<file path="config.mk">
export PLATFORM = sky130hd
export DESIGN_NAME = id_scoreboard_regfile_flat
export DESIGN_NICKNAME = d
export VERILOG_FILES = /design/src/rtl/id_sb_pkg.sv /design/src/rtl/id_scoreboard_regfile_if.sv /design/src/rtl/id_sb_pending_ctr.sv /design/src/rtl/id_scoreboard_regfile.sv /design/src/flat_wrapper.sv
export SDC_FILE = /design/constraint.sdc
export NUM_CORES = 2
export LEC_CHECK = 0
export ABC_AREA = 0
export ABC_CLOCK_PERIOD_IN_PS = 10400
export CORE_ASPECT_RATIO = 1.75
export CORE_UTILIZATION = 35
export CTS_CLUSTER_DIAMETER = 200
export CTS_CLUSTER_SIZE = 40
export DETAILED_ROUTE_END_ITERATION = 12
export MAX_ROUTING_LAYER = met4
export SETUP_SLACK_MARGIN = 0.15
export SYNTH_ARGS = -nofsm -noshare
export SYNTH_HDL_FRONTEND = slang
export SYNTH_SLANG_ARGS = --single-unit
</file>
<file path="constraint.sdc">
create_clock -name Clk -period 10.4 [get_ports Clk]
set_input_delay 2.08 -clock Clk [delete_from_list [all_inputs] [get_ports Clk]]
set_output_delay 2.08 -clock Clk [all_outputs]
set_load 0.005 [all_outputs]
</file>
<file path="src/rtl/id_sb_pkg.sv">
// Shared constants and helpers for the ID-stage scoreboarded register file.
package id_sb_pkg;

  localparam int unsigned DEF_DATA_W   = 32;
  localparam int unsigned DEF_NUM_REGS = 32;
  localparam int unsigned DEF_NUM_RD   = 2;
  localparam int unsigned DEF_CNT_W    = 2;
  localparam int unsigned ZERO_REG     = 0;

  // Register address width; never below one bit so ports stay legal.
  function automatic int unsigned id_sb_aw(input int unsigned num_regs);
    return (num_regs <= 2) ? 1 : $clog2(num_regs);
  endfunction

endpackage

</file>
<file path="src/rtl/id_scoreboard_regfile_if.sv">
// ID-stage bus: operand reads, issue request/stall, writeback and kill.
interface id_scoreboard_regfile_if import id_sb_pkg::*; #(
  parameter int unsigned DATA_W   = DEF_DATA_W,
  parameter int unsigned NUM_REGS = DEF_NUM_REGS,
  parameter int unsigned NUM_RD   = DEF_NUM_RD,
  parameter int unsigned AW       = id_sb_aw(NUM_REGS)
);

  logic [NUM_RD*AW-1:0]     rd_addr;
  logic [NUM_RD-1:0]        rd_used;
  logic [NUM_RD*DATA_W-1:0] rd_data;
  logic                     issue_valid;
  logic                     issue_wr_en;
  logic [AW-1:0]            issue_wr_addr;
  logic                     issue_accept;
  logic                     stall;
  logic                     wb_valid;
  logic [AW-1:0]            wb_addr;
  logic [DATA_W-1:0]        wb_data;
  logic                     kill_valid;
  logic [AW-1:0]            kill_addr;
  logic                     err_underflow;

  modport master (
    output rd_addr, rd_used, issue_valid, issue_wr_en, issue_wr_addr,
           wb_valid, wb_addr, wb_data, kill_valid, kill_addr,
    input  rd_data, issue_accept, stall, err_underflow
  );

  modport slave (
    input  rd_addr, rd_used, issue_valid, issue_wr_en, issue_wr_addr,
           wb_valid, wb_addr, wb_data, kill_valid, kill_addr,
    output rd_data, issue_accept, stall, err_underflow
  );

endinterface

</file>
<file path="src/rtl/id_sb_pending_ctr.sv">
// Per-register pending-write counter: net inc/dec each cycle, clamps at 0
// (flagging underflow) and at all-ones.
module id_sb_pending_ctr #(
  parameter int unsigned CNT_W = 2
) (
  input  logic             Clk,
  input  logic             Reset,
  input  logic             inc,
  input  logic             dec_wb,
  input  logic             dec_kill,
  output logic [CNT_W-1:0] cnt,
  output logic             underflow_c
);

  localparam int unsigned SUM_W = CNT_W + 1;
  localparam logic [SUM_W-1:0] CNT_MAX = SUM_W'({CNT_W{1'b1}});

  logic [SUM_W-1:0] up;
  logic [SUM_W-1:0] down;
  logic [SUM_W-1:0] net;
  logic [CNT_W-1:0] cnt_d;

  always_comb begin
    up          = SUM_W'(cnt) + SUM_W'(inc);
    down        = SUM_W'(dec_wb) + SUM_W'(dec_kill);
    net         = up - down;
    cnt_d       = cnt;
    underflow_c = 1'b0;
    if (down > up) begin
      cnt_d       = '0;
      underflow_c = 1'b1;
    end else if (net > CNT_MAX) begin
      cnt_d = CNT_MAX[CNT_W-1:0];
    end else begin
      cnt_d = CNT_W'(net);
    end
  end

  always_ff @(posedge Clk) begin
    if (Reset) cnt <= '0;
    else       cnt <= cnt_d;
  end

endmodule

</file>
<file path="src/rtl/id_scoreboard_regfile.sv">
// Decode-stage register file with writeback bypass and per-register pending
// counters for stall. Optional perf counters under ID_SB_PERF_CNT_EN.
module id_scoreboard_regfile import id_sb_pkg::*; #(
  parameter int unsigned DATA_W   = DEF_DATA_W,
  parameter int unsigned NUM_REGS = DEF_NUM_REGS,
  parameter int unsigned NUM_RD   = DEF_NUM_RD,
  parameter int unsigned CNT_W    = DEF_CNT_W
) (
  input  logic                     Clk,
  input  logic                     Reset,
  id_scoreboard_regfile_if.slave   bus
`ifdef ID_SB_PERF_CNT_EN
  ,
  output logic [31:0]              stall_cycles,
  output logic [31:0]              raw_stalls
`endif
);

  localparam int unsigned AW = id_sb_aw(NUM_REGS);
  localparam logic [CNT_W-1:0] CNT_MAX = '1;
  localparam logic [CNT_W-1:0] CNT_ONE = CNT_W'(1);
  localparam logic [AW-1:0]    REG0    = AW'(ZERO_REG);

  logic [DATA_W-1:0] regs [NUM_REGS];
  logic [CNT_W-1:0]  cnt  [NUM_REGS];
  logic [NUM_REGS-1:0] uf;
  logic [NUM_RD-1:0]   hazard;
  logic                haz_any;
  logic                sat;
  logic                stall_c;
  logic                accept_c;
  logic                err_q;

  // Register 0 is never counted and never flags underflow.
  assign cnt[0] = '0;
  assign uf[0]  = 1'b0;

  for (genvar r = 1; r < NUM_REGS; r++) begin : g_ctr
    id_sb_pending_ctr #(.CNT_W(CNT_W)) u_ctr (
      .Clk         (Clk),
      .Reset       (Reset),
      .inc         (accept_c & bus.issue_wr_en & (bus.issue_wr_addr == AW'(r))),
      .dec_wb      (bus.wb_valid & (bus.wb_addr == AW'(r))),
      .dec_kill    (bus.kill_valid & (bus.kill_addr == AW'(r))),
      .cnt         (cnt[r]),
      .underflow_c (uf[r])
    );
  end

  // Read ports: zero register, then same-cycle writeback, then the array.
  for (genvar i = 0; i < NUM_RD; i++) begin : g_rd
    logic [AW-1:0] src;
    logic          src_zero;
    logic          src_wb;
    assign src      = bus.rd_addr[i*AW +: AW];
    assign src_zero = (src == REG0);
    assign src_wb   = bus.wb_valid & (bus.wb_addr == src);
    assign bus.rd_data[i*DATA_W +: DATA_W] = src_zero ? '0
                                           : src_wb   ? bus.wb_data
                                           : regs[src];
    // The final outstanding write arriving now is resolved via bypass.
    assign hazard[i] = bus.rd_used[i] & ~src_zero & (cnt[src] != '0) &
                       ~((cnt[src] == CNT_ONE) & src_wb);
  end

  assign haz_any  = |hazard;
  assign sat      = bus.issue_wr_en & (bus.issue_wr_addr != REG0) &
                    (cnt[bus.issue_wr_addr] == CNT_MAX);
  assign stall_c  = bus.issue_valid & (haz_any | sat);
  assign accept_c = bus.issue_valid & ~stall_c;

  assign bus.stall         = stall_c;
  assign bus.issue_accept  = accept_c;
  assign bus.err_underflow = err_q;

  always_ff @(posedge Clk) begin
    if (Reset) begin
      for (int k = 0; k < NUM_REGS; k++) regs[k] <= '0;
    end else if (bus.wb_valid && (bus.wb_addr != REG0)) begin
      regs[bus.wb_addr] <= bus.wb_data;
    end
  end

  always_ff @(posedge Clk) begin
    if (Reset) err_q <= 1'b0;
    else       err_q <= err_q | (|uf);
  end

`ifdef ID_SB_PERF_CNT_EN
  // A cycle with both hazard and saturation counts as a hazard stall.
  always_ff @(posedge Clk) begin
    if (Reset) begin
      stall_cycles <= '0;
      raw_stalls   <= '0;
    end else begin
      if (stall_c)                     stall_cycles <= stall_cycles + 32'd1;
      if (bus.issue_valid && haz_any)  raw_stalls   <= raw_stalls + 32'd1;
    end
  end
`endif

endmodule

</file>
<file path="src/flat_wrapper.sv">
// flat-port wrapper written by rule: the top's interface ports become plain ports
module id_scoreboard_regfile_flat import id_sb_pkg::*;
#(
  parameter int unsigned DATA_W   = DEF_DATA_W,
  parameter int unsigned NUM_REGS = DEF_NUM_REGS,
  parameter int unsigned NUM_RD   = DEF_NUM_RD,
  parameter int unsigned CNT_W    = DEF_CNT_W
)
  (Clk, Reset, bus_rd_addr, bus_rd_used, bus_issue_valid, bus_issue_wr_en, bus_issue_wr_addr, bus_wb_valid, bus_wb_addr, bus_wb_data, bus_kill_valid, bus_kill_addr, bus_rd_data, bus_issue_accept, bus_stall, bus_err_underflow);
  id_scoreboard_regfile_if #(.DATA_W(DATA_W), .NUM_REGS(NUM_REGS), .NUM_RD(NUM_RD), .AW(5)) bus_i ();
  input  logic Clk;
  input  logic Reset;
  input wire logic [$bits(bus_i.rd_addr)-1:0] bus_rd_addr;
  input wire logic [$bits(bus_i.rd_used)-1:0] bus_rd_used;
  input wire logic [$bits(bus_i.issue_valid)-1:0] bus_issue_valid;
  input wire logic [$bits(bus_i.issue_wr_en)-1:0] bus_issue_wr_en;
  input wire logic [$bits(bus_i.issue_wr_addr)-1:0] bus_issue_wr_addr;
  input wire logic [$bits(bus_i.wb_valid)-1:0] bus_wb_valid;
  input wire logic [$bits(bus_i.wb_addr)-1:0] bus_wb_addr;
  input wire logic [$bits(bus_i.wb_data)-1:0] bus_wb_data;
  input wire logic [$bits(bus_i.kill_valid)-1:0] bus_kill_valid;
  input wire logic [$bits(bus_i.kill_addr)-1:0] bus_kill_addr;
  output wire logic [$bits(bus_i.rd_data)-1:0] bus_rd_data;
  output wire logic [$bits(bus_i.issue_accept)-1:0] bus_issue_accept;
  output wire logic [$bits(bus_i.stall)-1:0] bus_stall;
  output wire logic [$bits(bus_i.err_underflow)-1:0] bus_err_underflow;
  assign bus_i.rd_addr = bus_rd_addr;
  assign bus_i.rd_used = bus_rd_used;
  assign bus_i.issue_valid = bus_issue_valid;
  assign bus_i.issue_wr_en = bus_issue_wr_en;
  assign bus_i.issue_wr_addr = bus_issue_wr_addr;
  assign bus_i.wb_valid = bus_wb_valid;
  assign bus_i.wb_addr = bus_wb_addr;
  assign bus_i.wb_data = bus_wb_data;
  assign bus_i.kill_valid = bus_kill_valid;
  assign bus_i.kill_addr = bus_kill_addr;
  assign bus_rd_data = bus_i.rd_data;
  assign bus_issue_accept = bus_i.issue_accept;
  assign bus_stall = bus_i.stall;
  assign bus_err_underflow = bus_i.err_underflow;
  id_scoreboard_regfile #(.DATA_W(DATA_W), .NUM_REGS(NUM_REGS), .NUM_RD(NUM_RD), .CNT_W(CNT_W)) u_core (.Clk(Clk), .Reset(Reset), .bus(bus_i));
endmodule
</file>
==> impl_metrics.toml <==
[final_layout]
syn_to_final_growth_pct = 7.75
fin_nets = 4377
instances_no_fill = 6540
fin_area_um2 = 67700
drive_gt1_share_pct = 21.7
nFillCells = 16500

[global_routing]
grt_usage_pct = 25.0
grt_pass1_vias = 39500
grt_overflow = 0
antenna_found_initial = 26
grt_max_degree = 115
grt_pass1_wl_mm = 305

[worst_setup_path]
r2r_cells = 15
critPathRequiredTime_ps = 8320
worstReg2RegEnd = "u_core.bus.err_underflow"
path_max_fanout = 93
crit_type = "in2out"
rrSetupSlack_ps = 5170
critPathLaunchType = "input port"
critPathCaptureType = "output pin"
rr_startpoint = "u_core.g_ctr[14].u_ctr.cnt[0]"
worstPathArrival_ps = 6340

[route]
routed_wl_mm = 221
drcViolationCount = 0
drtAntennaViolNets = 0
drtIter0Drc = 4738
routedWlPerCell_um = 33.9
vias = 39100
vias_per_cell = 5.97
dr.pass1.iters = 6

[pwr]
switching_share_pct = 26.9
comb_power_share_pct = 17.5
ir_drop_mv = 0.136
powerDensity_nw_per_um2 = 127
power.share.sequential_pct = 59.9
total_power_w = 0.00859
internal_power_w = 0.00628
power_leakage_nw = 22.5
clkPwrFrac_pct = 22.6
p_switching_w = 0.00231

[clock_tree]
post_cts_resize_count = 0
insertion_delay_ps = 750
cts_tree = "built"
htreeDepth = 1
cts_buffers = 31
root_buffer = "clkbuf_16"
clock_sinks = 1087
max-clock-path-buffers = 3
postCtsSetupBuffers = 0
clkTransAtPathRegs_ps = 160
cts.hold.buffers_added = 0

[worst_hold_path]
min_path_type = "reg2reg"
hold_path.startpoint = "u_core.g_ctr[19].u_ctr.cnt[1]"
hold-path-cell-count = 5
whs_endpoint = "u_core.g_ctr[19].u_ctr.cnt[0]"

[sta]
finClkSkew_ps = 31.2
report.final.hold_viol_count = 0
slew_viol_final = 0
relSlewSlack_pct = 15.2
post-route-period-util_pct = 81.0
worst_pin_slew_ps = 1270
min_period_ps = 8420
fin_ws_ps = 1980
max_freq_ghz = 0.119
setup_viol_count_final = 0
fin_setup_tns_ps = 0
rsz0062_at_grt = "false"

[flow_run]
maxCapViolations = 0

[logic_synthesis]
synth_seq_area_share_pct = 51.0
avgSynthCellArea_um2 = 14.8
synthAdderAreaFrac_pct = 4.45
synth_cell_types = 49
synth_compound_area_share_pct = 2.16
synthXorXnorAreaFrac_pct = 0.572
yosys.area.top_type_share_pct = 49.0
synthFlopType = "edfxtp_1"
yosys_warnings = 0
ys_seq_elements = 1087
synth_edf_count = 1024
synth_area_leaders = "edfxtp_1 (49%), mux4_2 (24%), and2_1 (9.9%)"
synthMuxAreaShare_pct = 25.3
async_flop_share_pct = 0
synthCells = 4232
synth_top_family_by_area = "multiplexers"
synth_top_area_cell = "edfxtp_1"
yosys.area_share.simple_pct = 12.8
netlist_area_um2 = 62800

[floorplanning]
core_um2 = 178000
die-height_um = 562
die_x_um = 322
initial_utilization_pct = 35.2
io_pins = 132
die_area_um2 = 181000
rows = 205

[placement]
placed_area_um2 = 66700
io_buffers = 131
place_congestion = 0.915
placed_cells = 6473
hpwl_mm = 130
dp_slack_ps = 2120

[outcome]
outcome = "complete, no violations"
critical path: stages:
cell	delay (ps)
buf_8	610
buf_4	1020
mux4_2	390
mux4_2	250
mux2i_1	80
a211oi_1	940
clkdlybuf4s50_1	690
synth_stat cells (all sizes together) (4+ instances only):
cell type and instances:
nand3 23, nor4 23, nand4 7, a211oi 84, o21ai 12, nor3 19
nand3b 5, fa 62, or2 35, mux2i 77, xor2 39, mux2 10
o31ai 22, ha 124, nand2 37, inv 191, clkbuf 297, a31oi 5
and2 994, o22ai 6, buf 110, nor2b 10, nor2 168, dfxtp 63
o211ai 4, nand2b 33, o31a 9, a221oi 4, edfxtp 1024, or3 5
mux4 667, a21oi 46
area by class of cell:
type                    count  area, µm²  area share (%)
flip-flops and latches   1087      32000            47.3
inverters                 191        722            1.07
clock inverters             2       38.8          0.0573
clock buffers              55        866            1.28
repair buffers            237       2190            3.24
multi-input cells        2578      28800            42.6
well taps                2380       2980            4.40
diodes                     10       25.0          0.0370
kinds of logic (layout without fill, tap and decap cells):
logic type / count (synthesis) / count (layout)
and+or+nand+nor: 1366 / 1366
adders and majority gates: 186 / 186
AOI/OAI and AO/OA: 199 / 199
DFF: 1087 / 1087
buffers and inverters: 598 / 485
xor gates and xnor gates: 41 / 41
other: 1 / 42
muxes: 754 / 754
cell usage in the layout (no fill, tap or decap), types with 7 or more instances in the layout:
cell / synthesis / routed
clkbuf_1: 297 / 24
ha_1: 124 / 124
nor4_1: 22 / 21
clkbuf_16: 0 / 31
inv_1: 190 / 189
xor2_1: 39 / 39
a21oi_1: 46 / 46
buf_4: 0 / 104
mux2_2: 9 / 9
nand4_1: 7 / 7
or2_2: 35 / 32
and2_1: 994 / 994
nor2_4: 0 / 31
o31a_1: 9 / 9
mux2i_1: 77 / 77
nand2_1: 37 / 37
nor2_1: 168 / 137
a211oi_1: 84 / 84
nand3_1: 23 / 21
nor3_1: 19 / 18
o31ai_1: 22 / 22
dfxtp_1: 63 / 63
clkdlybuf4s50_1: 0 / 122
nand2b_1: 33 / 33
nor2b_1: 10 / 10
mux4_2: 667 / 667
edfxtp_1: 1024 / 1024
diode_2: 0 / 10
o21ai_0: 12 / 12
fa_1: 62 / 62
conb_1: 1 / 32
how the worst max path moves through the flow:
stage	startpoint	endpoint	slack, ps	depth (start not counted)
after floorplan	bus_rd_addr[0]	bus_rd_data[23]	3890	8
after global placement	bus_rd_addr[6]	bus_rd_data[33]	2110	7
after detailed placement	bus_rd_addr[6]	bus_rd_data[33]	2120	7
after CTS	bus_rd_addr[5]	bus_rd_data[59]	2120	7
after global routing	bus_rd_addr[5]	bus_rd_data[59]	1950	7
final	bus_rd_addr[6]	bus_rd_data[36]	1980	7
stage by stage:
stage,hold WS (ps),util [%]
3_3_place_gp,841,37.4
5_1_grt,921,37.9
4_1_cts,880,37.9
6_report,878,38.0
3_5_place_dp,864,37.4
2_1_floorplan,655,-
power by group through the flow:
| stage | Sequential [W] | Combinational, W | Clock (W) |
|---|---|---|---|
| after floorplan | 0.00518 | 0.000908 | 0 |
| after global placement | 0.00522 | 0.00150 | 0 |
| after detailed placement | 0.00524 | 0.00151 | 0 |
| after CTS | 0.00514 | 0.00151 | 0.00196 |
| after global routing | 0.00517 | 0.00157 | 0.00207 |
| final | 0.00514 | 0.00151 | 0.00194 |
state kept, by name, summed over array words and instances (netlist names):
signal / flops
u_core.g_ctr.u_ctr.cnt: 62
u_core.bus.err_underflow: 1
u_core.regs: 1024
per-layer routing:
layer | up-vias | GRT usage [%] | share of wire, %
li1 | 15700 | - | -
met1 | 20700 | 30.0 | 36
met2 | 2163 | 42.3 | 50
met3 | 510 | 2.77 | 8.2
met4 | 0 | 11.2 | 5.4
met5 | - | - | 0
(Power assumes the default switching activity.)
